### src/rtl/packet_stream_pkg.sv
// Shared types for the packet stream reader: FSM states, queued beat record
// and the final-beat keep mask helper.
package packet_stream_pkg;

  // Beats are sized for the widest legal stream; narrower builds use the low bits.
  localparam int beat_data_max_lp = 64;
  localparam int beat_keep_max_lp = 8;

  typedef enum logic [1:0] {
    IDLE  = 2'd0,
    READ  = 2'd1,
    DRAIN = 2'd2,
    ACK   = 2'd3
  } state_e;

  typedef struct packed {
    logic [beat_data_max_lp-1:0] data;
    logic [beat_keep_max_lp-1:0] keep;
    logic                        last;
  } beat_s;

  localparam int beat_width_lp = $bits(beat_s);

  // Byte-valid mask of the final word of a packet of 'size' bytes.
  function automatic logic [beat_keep_max_lp-1:0] keep_mask(input logic [15:0] size,
                                                            input int bytes);
    logic [15:0]                 rem;
    logic [beat_keep_max_lp-1:0] mask;
    rem  = size & (16'(bytes) - 16'd1);
    mask = '0;
    for (int i = 0; i < beat_keep_max_lp; i++) begin
      if (i < bytes && (rem == 16'd0 || i < int'(rem))) mask[i] = 1'b1;
    end
    return mask;
  endfunction

endpackage

### src/rtl/packet_stream_reader_queue.sv
// Two-entry beat queue between the buffer read port and the output stream;
// the head entry is held in a register so it stays stable under back-pressure.
module packet_stream_reader_queue
  import packet_stream_pkg::*;
(
  input  logic                     clk_i,
  input  logic                     reset_i,
  input  logic                     i_enq,
  input  logic [beat_width_lp-1:0] i_beat,
  input  logic                     i_deq,
  output logic [beat_width_lp-1:0] o_beat,
  output logic                     o_valid,
  output logic [1:0]               o_count
);

  logic [beat_width_lp-1:0] r_mem [2];
  logic                     r_wr_ptr;
  logic                     r_rd_ptr;
  logic [1:0]               r_count;

  always_ff @(posedge clk_i or posedge reset_i) begin
    if (reset_i) begin
      r_wr_ptr <= 1'b0;
      r_rd_ptr <= 1'b0;
      r_count  <= 2'd0;
      for (int i = 0; i < 2; i++) r_mem[i] <= '0;
    end else begin
      if (i_enq) begin
        r_mem[r_wr_ptr] <= i_beat;
        r_wr_ptr        <= ~r_wr_ptr;
      end
      if (i_deq) r_rd_ptr <= ~r_rd_ptr;
      r_count <= r_count + {1'b0, i_enq} - {1'b0, i_deq};
    end
  end

  assign o_beat  = r_mem[r_rd_ptr];
  assign o_valid = (r_count != 2'd0);
  assign o_count = r_count;

`ifndef SYNTHESIS
  a_no_overflow: assert property (@(posedge clk_i) disable iff (reset_i)
    (i_enq && !i_deq) |-> (r_count != 2'd2));
  a_no_underflow: assert property (@(posedge clk_i) disable iff (reset_i)
    i_deq |-> (r_count != 2'd0));
`endif

endmodule

### src/rtl/packet_stream_reader.sv
// Drains packets from the packet buffer read port and replays them as a
// valid/ready word stream with keep/last, acking each slot after its last beat.
module packet_stream_reader
  import packet_stream_pkg::*;
#(
  parameter  int data_width_p  = 64,
  parameter  int els_p         = 2048,
  localparam int addr_width_lp = $clog2(els_p),
  localparam int size_width_lp = $clog2(els_p + 1),
  localparam int bytes_lp      = data_width_p / 8
) (
  input  logic                     clk_i,
  input  logic                     reset_i,
  input  logic                     packet_avail_i,
  output logic                     packet_ack_o,
  output logic                     packet_rvalid_o,
  output logic [addr_width_lp-1:0] packet_raddr_o,
  input  logic [data_width_p-1:0]  packet_rdata_i,
  input  logic [size_width_lp-1:0] packet_rsize_i,
  output logic [data_width_p-1:0]  m_data_o,
  output logic [bytes_lp-1:0]      m_keep_o,
  output logic                     m_last_o,
  output logic                     m_valid_o,
  input  logic                     m_ready_i
);

  localparam int lg_bytes_lp  = $clog2(bytes_lp);
  // One extra bit so a full slot (els_p/bytes_lp words) is countable.
  localparam int cnt_width_lp = addr_width_lp - lg_bytes_lp + 1;

  state_e                   r_state;
  logic [size_width_lp-1:0] r_size;
  logic [cnt_width_lp-1:0]  r_words;
  logic [cnt_width_lp-1:0]  r_issue_cnt;
  logic                     r_inflight;
  logic                     r_tag_last;
  logic [bytes_lp-1:0]      r_tag_keep;

  logic [cnt_width_lp-1:0]  w_words_calc;
  logic [2:0]               w_pending;
  logic                     w_issue;
  logic                     w_final_issue;
  logic [beat_keep_max_lp-1:0] w_last_keep;
  logic [bytes_lp-1:0]      w_issue_keep;
  logic                     w_deq;
  logic                     w_q_valid;
  logic [1:0]               w_q_count;
  beat_s                    w_enq_beat;
  beat_s                    w_head;

  assign w_words_calc = cnt_width_lp'(({1'b0, packet_rsize_i} +
                        (size_width_lp + 1)'(bytes_lp - 1)) >> lg_bytes_lp);

  // Occupancy after this cycle's dequeue, counting the read still in flight.
  assign w_pending     = {1'b0, w_q_count} + {2'b00, r_inflight} - {2'b00, w_deq};
  assign w_issue       = (r_state == READ) && (r_issue_cnt < r_words) && (w_pending < 3'd2);
  assign w_final_issue = w_issue && (r_issue_cnt == r_words - cnt_width_lp'(1));
  assign w_last_keep   = keep_mask(16'(r_size), bytes_lp);
  assign w_issue_keep  = w_final_issue ? w_last_keep[bytes_lp-1:0] : '1;
  assign w_deq         = w_q_valid & m_ready_i;

  always_ff @(posedge clk_i or posedge reset_i) begin
    if (reset_i) begin
      r_state     <= IDLE;
      r_size      <= '0;
      r_words     <= '0;
      r_issue_cnt <= '0;
      r_inflight  <= 1'b0;
      r_tag_last  <= 1'b0;
      r_tag_keep  <= '0;
    end else begin
      r_inflight <= w_issue;
      if (w_issue) begin
        r_issue_cnt <= r_issue_cnt + cnt_width_lp'(1);
        r_tag_last  <= w_final_issue;
        r_tag_keep  <= w_issue_keep;
      end
      case (r_state)
        IDLE: begin
          if (packet_avail_i) begin
            r_size      <= packet_rsize_i;
            r_words     <= w_words_calc;
            r_issue_cnt <= '0;
            r_state     <= (packet_rsize_i == '0) ? ACK : READ;
          end
        end
        READ:    if (w_final_issue) r_state <= DRAIN;
        DRAIN:   if (w_deq && m_last_o) r_state <= ACK;
        ACK:     r_state <= IDLE;
        default: r_state <= IDLE;
      endcase
    end
  end

  always_comb begin
    w_enq_beat      = '0;
    w_enq_beat.data = beat_data_max_lp'(packet_rdata_i);
    w_enq_beat.keep = beat_keep_max_lp'(r_tag_keep);
    w_enq_beat.last = r_tag_last;
  end

  packet_stream_reader_queue u_queue (
    .clk_i   (clk_i),
    .reset_i (reset_i),
    .i_enq   (r_inflight),
    .i_beat  (w_enq_beat),
    .i_deq   (w_deq),
    .o_beat  (w_head),
    .o_valid (w_q_valid),
    .o_count (w_q_count)
  );

  assign packet_ack_o    = (r_state == ACK);
  assign packet_rvalid_o = w_issue;
  assign packet_raddr_o  = {r_issue_cnt[cnt_width_lp-2:0], {lg_bytes_lp{1'b0}}};
  assign m_data_o        = w_head.data[data_width_p-1:0];
  assign m_keep_o        = w_head.keep[bytes_lp-1:0];
  assign m_last_o        = w_head.last;
  assign m_valid_o       = w_q_valid;

`ifndef SYNTHESIS
  a_width_legal: assert property (@(posedge clk_i) disable iff (reset_i)
    (data_width_p == 32 || data_width_p == 64));
  a_size_range: assert property (@(posedge clk_i) disable iff (reset_i)
    (32'(r_size) <= els_p));
  a_raddr_aligned: assert property (@(posedge clk_i) disable iff (reset_i)
    packet_rvalid_o |-> (packet_raddr_o[lg_bytes_lp-1:0] == '0));
  a_avail_held: assert property (@(posedge clk_i) disable iff (reset_i)
    (r_state != IDLE) |-> packet_avail_i);
`endif

endmodule

### config.mk
export PLATFORM = sky130hd
export DESIGN_NAME = packet_stream_reader
export DESIGN_NICKNAME = d
export VERILOG_FILES = /design/src/rtl/packet_stream_pkg.sv /design/src/rtl/packet_stream_reader_queue.sv /design/src/rtl/packet_stream_reader.sv
export SDC_FILE = /design/constraint.sdc
export NUM_CORES = 1
export LEC_CHECK = 0
export ABC_AREA = 1
export BUFFER_PORTS_ARGS = -buffer_cell sky130_fd_sc_hd__buf_2
export CORE_MARGIN = 2
export CORE_UTILIZATION = 55
export CTS_BUF_LIST = sky130_fd_sc_hd__clkbuf_4 sky130_fd_sc_hd__clkbuf_8 sky130_fd_sc_hd__clkbuf_16
export DETAILED_ROUTE_END_ITERATION = 6
export HOLD_SLACK_MARGIN = 0.02
export PLACE_DENSITY = 0.83
export REMOVE_ABC_BUFFERS = 1
export SLEW_MARGIN = 20
export SYNTH_ARGS = -nofsm -noshare
export SYNTH_HDL_FRONTEND = slang
export SYNTH_SLANG_ARGS = --single-unit
### constraint.sdc
create_clock -name clk_i -period 7.4 [get_ports clk_i]
set_input_delay 0.74 -clock clk_i [delete_from_list [all_inputs] [get_ports clk_i]]
set_output_delay 0.74 -clock clk_i [all_outputs]
set_load 0.02 [all_outputs]
==> results of run 1 <==
[metal layers]
metal | track usage (%) | part of all wire, % | up-vias
li1 | - | - | 3675
met1 | 31.0 | 45 | 3387
met2 | 36.7 | 48 | 182
met3 | 4.31 | 5.6 | 26
met4 | 7.02 | 1.5 | 0
met5 | 0 | 0 | -
[state kept, by name, summed over array words and instances (netlist names)]
signal / flops
r_tag_keep: 8
r_words: 9
u_queue.r_rd_ptr: 1
r_tag_last: 1
r_issue_cnt: 9
u_queue.r_mem: 146
u_queue.r_wr_ptr: 1
r_state: 2
r_size: 3
r_inflight: 1
u_queue.o_count: 2
[stage by stage]
stage               util (%)  cells  instance area [µm²]  worst slack (ps)  power [W]
floorplan                  -   1048                 8440              1690    0.00325
global placement        61.3   1433                 9590              4000    0.00386
detailed placement      61.3   1433                 9590              3940    0.00394
CTS                     65.4   1464                10200              3560    0.00496
global route            65.4   1464                10200              3450    0.00533
finish                  65.4   1464                10200              3600    0.00493
[area by class of cell]
type | count | share of cell area, %
clock inverters | 11 | 1.91
inverters | 130 | 4.81
well taps | 216 | 2.64
repair buffers | 169 | 8.40
clock buffers | 20 | 4.49
flip-flops and latches | 183 | 44.7
multi-input cells | 735 | 33.0
[placed cells by master, fill, tap and decap left out, types with 2 or more instances in the layout]
| cell | count |
|---|---|
| nand2_1 | 435 |
| dfrtp_1 | 182 |
| o21ai_0 | 167 |
| buf_2 | 163 |
| inv_1 | 120 |
| nor2_1 | 26 |
| nand3_1 | 20 |
| a21oi_1 | 18 |
| ha_1 | 18 |
| clkbuf_16 | 17 |
| inv_2 | 7 |
| nor2_2 | 7 |
| buf_4 | 6 |
| nand2_2 | 5 |
| bufinv_16 | 5 |
| xor2_1 | 4 |
| o22ai_1 | 4 |
| nor3_1 | 4 |
| xnor2_1 | 3 |
| nor2_4 | 3 |
| or2_2 | 3 |
| inv_6 | 3 |
| conb_1 | 3 |
| clkinvlp_4 | 3 |
| o21ai_1 | 2 |
| clkinv_1 | 2 |
| nand4_1 | 2 |
| nand2_4 | 2 |
| nor4_1 | 2 |
| clkbuf_8 | 2 |
[final timing paths]
check / from / end / depth (start not counted)
max: u_queue.o_count[1] / packet_rvalid_o / 12
min: reset_i / u_queue.r_mem[137] / 2
max reg2reg: u_queue.o_count[1] / r_issue_cnt[8] / 16
min reg2reg: r_tag_keep[0] / r_tag_keep[0] / 2
max in group asynchronous: reset_i / u_queue.r_rd_ptr / 3
min in group clk_i: r_tag_keep[0] / r_tag_keep[0] / 2
[kinds of logic (layout without fill, tap and decap cells)]
kind of cell	count (synthesis)	count (layout)	synth area share, %
buf+inv	192	330	8.79
xor+xnor	7	7	0.704
simple gates	515	515	24.1
flops	183	183	52.6
compound gates	191	191	11.0
fa+ha+maj	19	19	2.81
other cells	1	3	0.0430
[power by group through the flow]
stage / logic (W) / clock network (W) / registers (W)
final: 0.00220 / 0.000995 / 0.00173
after global routing: 0.00248 / 0.00105 / 0.00180
after CTS: 0.00222 / 0.00101 / 0.00173
after detailed placement: 0.00219 / 0 / 0.00174
after global placement: 0.00214 / 0 / 0.00172
after floorplan: 0.00152 / 0 / 0.00173
==> impl_metrics.tcl, run 1 <==
set metrics [dict create \
    grt_pass1_vias 6509 \
    worst-path-buf-inv 4 \
    crit_type "register to output port" \
    synth_area_leaders "dfrtp_1 53%, nand2_1 19%, o21ai_0 9.6%, inv_1 5.3%, ha_1 2.6%" \
    route.detailed.wl_per_inst_um 12.8 \
    finalSetupTns_ps 0 \
    clock_power_share_pct 20.2 \
    post-synth-top-area-fraction_pct 52.6 \
    cellPowerDensity_nw_per_um2 481 \
    dieWidth_um 130 \
    root_buffer_cell "clkbuf_16" \
    netlist-cell-type-count 33 \
    vdd.ir_drop.worst_uv 193 \
    initial_core_utilization_pct 55.7 \
    status "finished, final reports clean" \
    max_cap_violations 0 \
    area.sequential_um2 4580 \
    dp_hpwl_um 12100 \
    antenna_found_initial 0 \
    multi_input_area_um2 3380 \
    final_max_slew_viols 0 \
    required_ps 6660 \
    fmax_mhz 263 \
    clock_pin_slew_on_the_worst_setup_and_hold_paths_ps 70 \
    numCtsBuffers 17 \
    drc 0 \
    total_via_count_after_detailed_routing 7270 \
    die-area_um2 16900 \
    pin_count 167 \
    area.growth.synth_to_final_pct 17.6 \
    cts-htree-levels 4 \
    setup-violations-final 0 \
    total_track_usage_pct 22.6 \
    synth.yosys.seq_area_share_pct 52.6 \
    post_cts_setup_buffer_count 0 \
    std_cell_rows 46 \
    net-switching-power_w 0.00212 \
    cellInternalPower_w 0.00281 \
    grt_max_degree 117 \
    dr.pass1.iters 7 \
    synth.cells.most_frequent "436 x nand2_1, 183 x dfrtp_1, 167 x o21ai_0" \
    finish.net_count 1335 \
    crit_family "simple AND/OR/NAND/NOR gates" \
    r2r_setup_slack_ps 4380 \
    mappedNetlistArea_um2 8710 \
    cts_hold_repair.buffers 0 \
    drive_gt1_share_pct 18.8 \
    hold-worst-slack_ps 372 \
    slew_headroom_pct 34.0 \
    asyncSetResetFlopFracSynth_pct 100 \
    grt_overflow_total 0 \
    gp_routability_congestion 0.798 \
    period_needed_ps 3800 \
    layout.filler_cells 1363 \
    place.port_buffers 163 \
    seqPwrFrac_pct 35.2 \
    period_share_pct 51.4 \
    timing_worst_slew_pin_value_ps 990 \
    die_height_um 130 \
    critical_path.endpoint_type "output port" \
    timing.critical_path.fanout_max 20 \
    combPwrFrac_pct 44.6 \
    critical_path.cell_chain "or2_2, nand2_1, inv_1, ha_1, inv_1, ha_1, inv_1, fa_1, xnor2_1, nand2_1, nor2_8, buf_2" \
    synth-warning-count 0 \
    grt_pass1_wl_um 30600 \
    cell_accounting_for_the_most_synthesized_area "dfrtp_1" \
    detail_route.vias_per_cell 4.97 \
    synthFlopType "dfrtp_1" \
    critPathSlowestCell "dfrtp_1" \
    grt_setup_unrepaired "false" \
    cp_common_cell "inv_1" \
    clkSinkCount 183 \
    ctsResizeCount 0 \
    synth.most_common_cell "nand2_1" \
    antenna_cells_inserted 0 \
    hold_path.class "input pin to async pin" \
    clkLatencyLatePin_ps 420 \
    critPathLaunchType "register" \
    final_hold_fails 0 \
    p_leak_nw 5.69 \
    tritoncts "built" \
    syn_avg_cell_area_um2 7.86 \
    cts.path.max_buffers 2 \
    drt_first_iter_violations 578 \
    arrival_ps 3060 \
    timing.clock.skew_ps 9.93 \
    critPathMaxStageDelay_ps 420 \
    synth_cells 1108 \
    core-area_um2 15700 \
    wl_um 18800 \
    synth-edff-count 0 \
    antenna_violating_nets_post_route 0 \
    switching_share_pct 43.0 \
    synth.ff_latch_count 183 \
]
No activity file was read; power rests on OpenSTA's default activity.
==> run 2: changes to the inputs <==
--- a/config.mk
+++ b/config.mk
@@ -8,11 +8,11 @@
 export ABC_AREA = 1
 export BUFFER_PORTS_ARGS = -buffer_cell sky130_fd_sc_hd__buf_2
 export CORE_MARGIN = 2
-export CORE_UTILIZATION = 55
+export CORE_UTILIZATION = 50
 export CTS_BUF_LIST = sky130_fd_sc_hd__clkbuf_4 sky130_fd_sc_hd__clkbuf_8 sky130_fd_sc_hd__clkbuf_16
 export DETAILED_ROUTE_END_ITERATION = 6
 export HOLD_SLACK_MARGIN = 0.02
-export PLACE_DENSITY = 0.83
+export PLACE_DENSITY = 0.8
 export REMOVE_ABC_BUFFERS = 1
 export SLEW_MARGIN = 20
 export SYNTH_ARGS = -nofsm -noshare
==> constraint.sdc (replaced) <==
create_clock -name clk_i -period 3.1 [get_ports clk_i]
set_input_delay 0.31 -clock clk_i [delete_from_list [all_inputs] [get_ports clk_i]]
set_output_delay 0.31 -clock clk_i [all_outputs]
set_load 0.02 [all_outputs]
==> run 2 against run 1 <==
Compared with the run above:
- global-route usage shrank 1.3 points
- clock skew decreased by 2.0 ps
- cell count grew 1.2%
- register-to-register slack got worse by 4200 ps
- non-clock buffer count is 8 higher
- sequential share of layout area shrank 0.26 points
- first-iteration DRC count shrank 19%
- clock power grew 120%
- highest routed layer unchanged
- largest power group unchanged
- critical path depth unchanged
- die area increased by 9.7%
- final area increased by 0.59%
==> impl_metrics.tcl, run 2 (synthesis gave the netlist of run 1 again) <==
set metrics [dict create \
    status "finished, final reports clean" \
    largest_register_ffs 146 \
    period_share_pct 95.8 \
    timing_worst_slew_pin_value_ps 843 \
    most-common-layout-cells "433 x nand2_1, 182 x dfrtp_1, 167 x o21ai_0, 162 x buf_2, 120 x inv_1" \
    final_hold_fails 0 \
    clkLatencyLatePin_ps 420 \
    total_via_count_after_detailed_routing 7353 \
    timing.clock.skew_ps 7.88 \
    grt_pass1_vias 6725 \
    grt_overflow_total 0 \
    dr.pass1.iters 7 \
    critPathLaunchType "register" \
    total_track_usage_pct 21.3 \
    route.detailed.wl_per_inst_um 13.1 \
    layout.cells.non_filler 1482 \
    drive_gt1_share_pct 19.6 \
    period_needed_ps 2970 \
    cellInternalPower_w 0.00653 \
    max_cap_violations 0 \
    cts.path.max_buffers 2 \
    seqPwrFrac_pct 35.5 \
    cts-htree-levels 4 \
    clock_pin_slew_on_the_worst_setup_and_hold_paths_ps 70 \
    net-switching-power_w 0.00513 \
    die_height_um 136 \
    slew_headroom_pct 43.8 \
    area.growth.synth_to_final_pct 18.3 \
    vdd.ir_drop.worst_uv 473 \
    clkSinkCount 183 \
    hold_path.class "input pin to async pin" \
    drt_first_iter_violations 470 \
    combPwrFrac_pct 46.0 \
    grtUsageMet1_pct 28.0 \
    grt.busiest_layer "met2" \
    critical_path.endpoint_type "output port" \
    antenna_found_initial 0 \
    critical_path.cell_chain "or2_2, nand2_2, inv_1, ha_1, inv_1, ha_1, inv_1, fa_1, xnor2_1, nand2_2, nor2_8, buf_6" \
    fmax_mhz 337 \
    use_met2_pct 35.4 \
    post-place-ws_ps 213 \
    crit_type "register to output port" \
    final_max_slew_viols 0 \
    layout.cells.most_common "nand2_1" \
    tritoncts "built" \
    detail_route.vias_per_cell 4.96 \
    dieWidth_um 136 \
    antenna_violating_nets_post_route 0 \
    grt_max_degree 101 \
    dp_hpwl_um 12700 \
    std_cell_rows 48 \
    required_ps 2790 \
    finish.net_count 1343 \
    grt_pass1_wl_um 31400 \
    antenna_cells_inserted 0 \
    drc 0 \
    cp_common_cell "inv_1" \
    timing.critical_path.fanout_max 2 \
    place.port_buffers 163 \
    root_buffer_cell "clkbuf_16" \
    gp_routability_congestion 0.870 \
    die-area_um2 18500 \
    core-area_um2 17200 \
    grt_setup_unrepaired "false" \
    layout.filler_cells 1523 \
    switching_share_pct 44.0 \
    place_inst 1448 \
    arrival_ps 2660 \
    final_ws_setup_ps 129 \
    pin_count 167 \
    critPathSlowestCell "dfrtp_1" \
    numCtsBuffers 17 \
    setup-violations-final 0 \
    critPathMaxStageDelay_ps 380 \
    clock_power_share_pct 18.5 \
    reg_top3 "u_queue.r_mem x146, r_issue_cnt x9, r_words x9" \
    initial_core_utilization_pct 50.7 \
    wl_um 19400 \
    registers.top_by_ff_count "u_queue.r_mem" \
    grt_use_met3_pct 4.51 \
    p_leak_nw 5.72 \
    cellPowerDensity_nw_per_um2 1130 \
]
-- run 2: path summary, 6_finish.rpt --
path	cells past startpoint	to	slack [ps]	from
min in group clk_i	3	u_queue.r_mem[101]	150	packet_rdata_i[19]
worst max-delay path	12	packet_rvalid_o	130	u_queue.o_count[1]
max in group asynchronous	3	u_queue.r_mem[120]	2290	reset_i
worst min-delay path	2	u_queue.r_mem[19]	40	reset_i
worst min register to register	2	u_queue.r_mem[16]	480	u_queue.r_mem[16]
worst max register to register	17	r_state[0]	210	u_queue.o_count[1]
-- run 2: power by group through the flow --
| stage | Sequential (W) | Combinational, W | Clock, W |
|---|---|---|---|
| 4_1_cts | 0.00414 | 0.00538 | 0.00220 |
| 2_1_floorplan | 0.00412 | 0.00363 | 0 |
| 6_report | 0.00414 | 0.00536 | 0.00216 |
| 3_3_place_gp | 0.00411 | 0.00521 | 0 |
| 5_1_grt | 0.00427 | 0.00604 | 0.00229 |
| 3_5_place_dp | 0.00417 | 0.00534 | 0 |
-- run 2: layer usage --
layer	up-vias	share of wire, %
met5	-	0
met4	0	1.6
met3	23	6.2
met2	223	48
met1	3413	44
li1	3694	-
-- run 2: final cells by class --
cell class	count	area [µm²]	share of cell area (%)
multi-input combinational	735	3390	32.9
timing repair buffer	177	965	9.36
sequential	183	4580	44.5
inverter	130	493	4.78
clock buffer	19	447	4.33
tap	225	282	2.73
clock inverter	13	146	1.42
-- run 2: critical path, delay by kind of cell (launching register included) --
family                     cells  cell delay [ps]
DFF                            1              380
adders and majority gates      3              760
buffers and inverters          4              280
and+or+nand+nor                4              630
xor gates and xnor gates       1              200
-- run 2: through the flow --
step | setup TNS, ps | utilization (%) | hold slack, ps | cell area (µm²) | power [W]
floorplan | -408010 | - | 429 | 8440 | 0.00775
global placement | 0 | 56.4 | 465 | 9680 | 0.00932
detailed placement | 0 | 56.4 | 473 | 9680 | 0.00950
CTS | 0 | 59.9 | 58.8 | 10300 | 0.0117
global route | 0 | 60.0 | 95.9 | 10300 | 0.0126
finish | 0 | 60.0 | 43.8 | 10300 | 0.0117
-- run 2: repair_timing --
action | CTS | global route
hold buffers | 0 | 0
setup buffers | 1 | 1
gates resized for setup | 1 | 4
hold endpoints to repair | 0 | 0
setup endpoints to repair | 1 | 6
gates cloned | 0 | 0
pin swaps | 1 | 2
